### src/rtl/lfsr_range_rng.sv
// Fibonacci-LFSR random number generator with an inclusive [min, max] acceptance
// window, optional no-repeat rejection and a bounded retry count that ends in ERR.
module lfsr_range_rng #(
    parameter int           N    = 8,
    parameter logic [N-1:0] TAPS = N'(8'hB8),
    parameter logic [N-1:0] SEED = N'(1)
) (
    input  logic         i_Clk,
    input  logic         i_Rst,
    input  logic         i_fSeed,
    input  logic [N-1:0] i_Seed,
    input  logic         i_fShuffle,
    input  logic         i_fStop,
    input  logic [N-1:0] i_Min,
    input  logic [N-1:0] i_Max,
    input  logic         i_fNoRepeat,
    output logic         o_fBusy,
    output logic         o_fRdy,
    output logic         o_fErr,
    output logic [N-1:0] o_Num
);

    typedef enum logic [2:0] {
        IDLE     = 3'd0,
        SHUFFLE  = 3'd1,
        WAIT_RDY = 3'd2,
        READY    = 3'd3,
        ERR      = 3'd4
    } state_t;

    state_t       state, state_nxt;
    logic [N-1:0] lfsr, lfsr_nxt;
    logic [N-1:0] num, num_nxt;
    logic         last_valid, last_valid_nxt;
    logic [N-1:0] retry, retry_nxt;

    logic [N-1:0] cand;
    logic [N-1:0] seed_val;
    logic         in_range;
    logic         repeat_hit;
    logic         accept;
    logic         bad_range;

    // The candidate is always the stepped value; a zero seed would lock the LFSR.
    assign cand       = {lfsr[N-2:0], ^(lfsr & TAPS)};
    assign seed_val   = (i_Seed == '0) ? SEED : i_Seed;
    assign in_range   = (cand >= i_Min) && (cand <= i_Max);
    assign repeat_hit = i_fNoRepeat && last_valid && (cand == num);
    assign accept     = in_range && !repeat_hit;
    assign bad_range  = i_Min > i_Max;

    always_ff @(posedge i_Clk or negedge i_Rst) begin
        if (!i_Rst) begin
            state      <= IDLE;
            lfsr       <= SEED;
            num        <= '0;
            last_valid <= 1'b0;
            retry      <= '0;
        end else begin
            state      <= state_nxt;
            lfsr       <= lfsr_nxt;
            num        <= num_nxt;
            last_valid <= last_valid_nxt;
            retry      <= retry_nxt;
        end
    end

    always_comb begin
        state_nxt      = state;
        lfsr_nxt       = lfsr;
        num_nxt        = num;
        last_valid_nxt = last_valid;
        retry_nxt      = retry;
        case (state)
            IDLE, READY, ERR: begin
                // Seed load wins over a simultaneous shuffle request.
                if (i_fSeed) begin
                    lfsr_nxt  = seed_val;
                    state_nxt = IDLE;
                end else if (i_fShuffle) begin
                    state_nxt = SHUFFLE;
                end
            end
            SHUFFLE: begin
                lfsr_nxt = cand;
                if (i_fStop) begin
                    if (bad_range) begin
                        state_nxt = ERR;
                    end else if (accept) begin
                        state_nxt      = READY;
                        num_nxt        = cand;
                        last_valid_nxt = 1'b1;
                        retry_nxt      = '0;
                    end else begin
                        state_nxt = WAIT_RDY;
                        retry_nxt = N'(1);
                    end
                end
            end
            WAIT_RDY: begin
                lfsr_nxt = cand;
                if (accept) begin
                    state_nxt      = READY;
                    num_nxt        = cand;
                    last_valid_nxt = 1'b1;
                    retry_nxt      = '0;
                end else if (retry == '1) begin
                    state_nxt = ERR;
                end else begin
                    retry_nxt = retry + 1'b1;
                end
            end
            default: begin
                state_nxt = IDLE;
            end
        endcase
    end

    assign o_fBusy = (state == SHUFFLE) || (state == WAIT_RDY);
    assign o_fRdy  = (state == READY);
    assign o_fErr  = (state == ERR);
    assign o_Num   = num;

endmodule

### config.mk
export PLATFORM = sky130hd
export DESIGN_NAME = lfsr_range_rng
export DESIGN_NICKNAME = d
export VERILOG_FILES = /design/src/rtl/lfsr_range_rng.sv
export SDC_FILE = /design/constraint.sdc
export NUM_CORES = 1
export LEC_CHECK = 0
export ABC_AREA = 1
export ABC_CLOCK_PERIOD_IN_PS = 6200
export CORE_MARGIN = 2
export CORE_UTILIZATION = 40
export CTS_CLUSTER_DIAMETER = 200
export DETAILED_ROUTE_END_ITERATION = 8
export GPL_TIMING_DRIVEN = 0
export HOLD_SLACK_MARGIN = 0.12
export MAX_ROUTING_LAYER = met4
export SKIP_CTS_REPAIR_TIMING = 1
export SLEW_MARGIN = 20
export SYNTH_ARGS = -nofsm -noshare
export SYNTH_HDL_FRONTEND = slang
export SYNTH_SLANG_ARGS = --single-unit
### constraint.sdc
create_clock -name i_Clk -period 6.2 [get_ports i_Clk]
set_input_delay 1.24 -clock i_Clk [delete_from_list [all_inputs] [get_ports i_Clk]]
set_output_delay 1.24 -clock i_Clk [all_outputs]
set_load 0.02 [all_outputs]
Word-level counts from Yosys, hierarchy flattened --
Index checks and enable logic that the tools add are counted.
Storage, ports and cells: flip-flop bits (word level) 28, latch bits 0, bits in writable memories 0, bits in read-only memories 0, bits of input ports 30, output and inout bits 11, word-level logic and storage cells 63, memories kept 0
Cells by class: $add $sub $neg 1, $mul 0, div/mod/pow operators 0, magnitude comparators 3, equal/unequal tests 12, shift-type cells 0, muxes and demuxes 25, bitwise gates (word level) 0, reductions and logical operators 17
Operators with widths (number):
- $mux W8 | 9
- $pmux W8 S2 | 3
- $mux W3 | 6
- $ne A3 B3 Y1 const B | 3
- $pmux W3 S3 | 1
- $add A8 B1 Y8 const B | 1
- $eq A8 B8 Y1 | 1
- $eq A8 B8 Y1 const B | 1
- $ge A8 B8 Y1 | 1
- $gt A8 B8 Y1 | 1
- $le A8 B8 Y1 | 1
- $logic_not A8 Y1 | 1
- $reduce_xor A8 Y1 | 1
- $eq A3 B2 Y1 const B | 2
- $ne A2 B2 Y1 const B | 3
- $reduce_and A3 Y1 | 2
- $mux W1 | 5
- $logic_and A1 B1 Y1 | 4
- $reduce_and A4 Y1 | 1
- $reduce_bool A2 Y1 | 2
- $eq A3 B1 Y1 const B | 1
- $eq A3 B3 Y1 const B | 1
- $logic_not A3 Y1 | 1
- $reduce_or A3 Y1 | 1
- 5 further kinds | 5

Logic depth before layout (Yosys ltp) --
depth after elaboration 9, gate-level depth with buffers 21, gate-level depth less buffers 21

Least setup slack after synthesis --
Ideal clock, no wire load.
path type input-to-reg, from input port i_Max[5], to register num[6] (netlist: o_Num[6]), library setup time 0.074 ns, arrival time 2.544 ns, required time 6.126 ns, setup slack 3.583 ns, cell stages on the path 12, buffers on the path 1, cells stage by stage inv_1 -> ha_1 -> a21oi_1 -> nor2_1 -> nor3_1 -> nand2_1 -> nand3_1 -> nand3_2 -> nor2_8 -> buf_8 -> nand2_1 -> o21ai_2
Between the ends: longest elaborated chain between the ends 7, elaborated cells between the ends (all ways) 10, classes of those cells order compare: 2; eq/ne: 1; mux: 4; reduce/logical: 3
Ends and longest elaborated chain:
- from (decl) | RTL line 15 | input logic [N-1:0] i_Max,
- $le A8 B8 Y1 | RTL line 47 | assign in_range = (cand >= i_Min) && (cand <= i_Max);
- $logic_and A1 B1 Y1 | RTL line 47
- $logic_and A1 B1 Y1 | RTL line 49 | assign accept = in_range && !repeat_hit;
- $mux W8 (3 in series)
- $pmux W8 S2
- to (signal assigned) | RTL line 62 | num <= num_nxt;
- to (decl) | RTL line 33 | logic [N-1:0] num, num_nxt;
Several ways; a longest one is shown, not always the timed one. The select of a mux whose other input is x is not followed. A chain may end at the register's enable or synchronous reset.

Final worst setup path --
from register state[2], to output port o_fBusy
Between the ends: longest elaborated chain between the ends 2, elaborated cells between the ends (all ways) 3, classes of those cells eq/ne: 2; reduce/logical: 1
Ends and longest elaborated chain:
- from (decl) | RTL line 31 | state_t state, state_nxt;
- from (signal assigned) | RTL line 60 | state <= state_nxt;
- $eq A3 B1 Y1 or $eq A3 B2 Y1 (tied branches) | RTL line 119 | assign o_fBusy = (state == SHUFFLE) || (state == WAIT_RDY);
- $logic_or A1 B1 Y1 * | RTL line 119
- to (decl) | RTL line 17 | output logic o_fBusy,
Every way passes the cells marked *; elsewhere a longest branch is shown, timed or not.

==> flow_summary.yaml <==
power:
  switching_share: 0.484
  p_int_uw: 595
  power_frac_comb: 0.604
  leakage_nw: 1.55
  power.density_nw_per_um2: 405
  clkPwrFrac: 0.099
  ir_drop_mv: 0.198
  sequentialPowerShare: 0.297
  p_switching_uw: 558
placement:
  hpwl_mm: 4.17
  pre_cts_slack_ns: 2.87
  port_buffers: 40
  gp_congestion: 0.849
setup_path:
  critical_path_class: "reg2out"
  path_cells: "nor3_2 > inv_1 > nand2_1 > buf_4 > clkdlybuf4s50_1"
  slowest_delay_ns: 0.62
  crit_path_end_kind: "output port"
  crit_fanout: 10
  worst_ep_arrival_time_ns: 2.20
  required_ns: 4.96
  slowest_stage: "clkdlybuf4s50_1"
  start_kind: "flip-flop"
status:
  status: "complete, no violations"
synth:
  ys.warnings.count: 0
  synth_cells: 329
  synth_seq_cells: 28
  syn_nets: 384
  syn_area_per_cell_um2: 7.00
  syn_area_um2: 2300
  synth_cell_types: 34
  synth-seq-area-share: 0.305
detailed_routing:
  drc: 0
  drt_iter0_drc: 72
  drt-pass1-iter-count: 4
  routed_wl_mm: 5.13
  num_vias: 2106
  viasPerCell: 4.73
  final_antenna_net_count: 0
  avgRoutedWirePerCell_um: 11.5
finish:
  area_growth_pct: 23.5
  final_cell_mix: "nand2_1 (107), inv_1 (57), clkdlybuf4s50_1 (39)"
  nNetsFinal: 429
  final_common_cell: "nand2_1"
  antennaDiodeCount: 0
  utilization: 0.513
  final_layout_size_suffix_gt1_frac: 0.0670
worst_hold_path:
  min_path_type: "reg2reg"
grt:
  grt_first_pass_wirelength_mm: 8.67
  grt_start_max_net_pins: 29
  grt_pass1_vias: 2010
  overflow: 0
  grt_antenna_before_repair: 0
  grtUsageTotal: 0.175
clock_tree:
  clock-root-buffer: "clkbuf_8"
  cts_htree_levels: 1
  cts_made_buffers: 3
  clk_latency_ns: 0.28
  clk_pin_slew_worst_paths_ns: 0.10
  clockBufferDepth: 2
  cts_sinks: 28
  cts_tree: "done"
sta:
  fin_ws_ns: 2.76
  worstMarginPinSlew_ns: 0.644
  fin_crit_sh: 0.555
  clock.fmax_mhz: 291
  grt_setup_unrepaired: "no"
  fin_crit_ns: 3.44
  drv_slew: 0
  finalHoldViolCount: 0
  relSlewSlack: 0.570
  setup_violations: 0
  fin_worst_skew_ns: 0.00551
  fin_tns_setup_ns: 0
floorplan:
  die-height_um: 79.9
  die_area_um2: 6380
  die_w_um: 79.9
  start_util: 0.416
  core-area_um2: 5540
  ioPinCount: 41
  rows: 27
job:
  drv_cap: 0
==> power groups by stage <==
stage	clock (mW)	sequential, mW	combinational, mW
2_1_floorplan	0	0.352	0.483
3_3_place_gp	0	0.345	0.695
3_5_place_dp	0	0.347	0.701
4_1_cts	0.120	0.342	0.707
5_1_grt	0.125	0.355	0.807
6_report	0.114	0.343	0.696
==> layout make-up <==
cell class              count  area (µm²)
plain buffers               3        30.0
fillers                   546        2700
inverters                  59         221
clock buffers               4        55.1
repair buffers             40         395
flip-flops and latches     28         702
multi-input cells         239        1350
well taps                  72        90.1
==> path summary, 6_finish.rpt <==
kind	to	start	cells past startpoint	slack (ns)
min in group asynchronous	last_valid	i_Rst	1	0.98
max in group asynchronous	retry[0]	i_Rst	1	4.81
min	last_valid	last_valid	1	0.48
min reg2reg	last_valid	last_valid	1	0.48
max	o_fBusy	state[2]	5	2.76
max reg2reg	o_Num[7]	lfsr[3]	20	3.81
==> through the flow <==
step	instance area, µm²	power, mW	instances	hold WS, ns
global placement	2790	1.04	441	0.454
finish	2840	1.15	445	0.479
floorplan	2300	0.835	329	0.434
CTS	2840	1.17	445	0.482
global route	2840	1.29	445	0.501
detailed placement	2790	1.05	441	0.458
==> kinds of logic after synthesis <==
group           after synthesis  share of synthesized area
buf+inv                      62                      0.109
fa+ha+maj                    25                      0.136
compound gates               42                      0.108
simple gates                168                      0.327
flops                        28                      0.305
xor+xnor                      4                     0.0152
==> worst max-delay path, delay by kind of cell (launching register included) <==
kind	cells	cell delay, ns
flip-flops	1	0.47
AND/OR/NAND/NOR	2	0.54
buffers and inverters	3	0.91
==> synthesized netlist by cell type <==
cell type	number	share of area
nand2_1	107	0.17
inv_1	57	0.093
dfrtp_1	27	0.29
ha_1	25	0.14
nor2_1	24	0.039
nand3_1	11	0.024
a21oi_1	10	0.022
o21ai_0	10	0.022
o211ai_1	8	0.026
o21ai_1	7	0.015
nand4_1	5	0.014
nand2_2	4	0.011
nor3_2	3	0.013
or2_1	3	0.0081
xor2_1	3	0.011
a21o_1	2	0.0065
and3_1	2	0.0054
buf_4	2	0.0065
nand3_2	2	0.0087
o21ai_2	2	0.0076
or2_2	2	0.0054
a31oi_1	1	0.0027
buf_8	1	0.0065
clkinv_1	1	0.0016
dfstp_2	1	0.011
inv_2	1	0.0016
nand3_4	1	0.0076
nand3b_1	1	0.0033
nor2_8	1	0.0087
nor3_1	1	0.0022
nor4_1	1	0.0027
o21a_1	1	0.0033
o21bai_1	1	0.0033
xnor2_1	1	0.0038
==> registers in the layout, indices dropped and copies added (netlist names) <==
register,count
retry,8
last_valid,1
lfsr,8
state,3
o_Num,8
==> layer usage <==
metal | track usage | wire length, µm | vias to the layer above
li1 | - | - | 1129
met5 | - | 0 | -
met3 | 0.0147 | 127 | 5
met2 | 0.290 | 2320 | 30
met4 | 0.0508 | 70 | 0
met1 | 0.228 | 2600 | 942
Note: power is estimated with default switching activity, not from simulation.
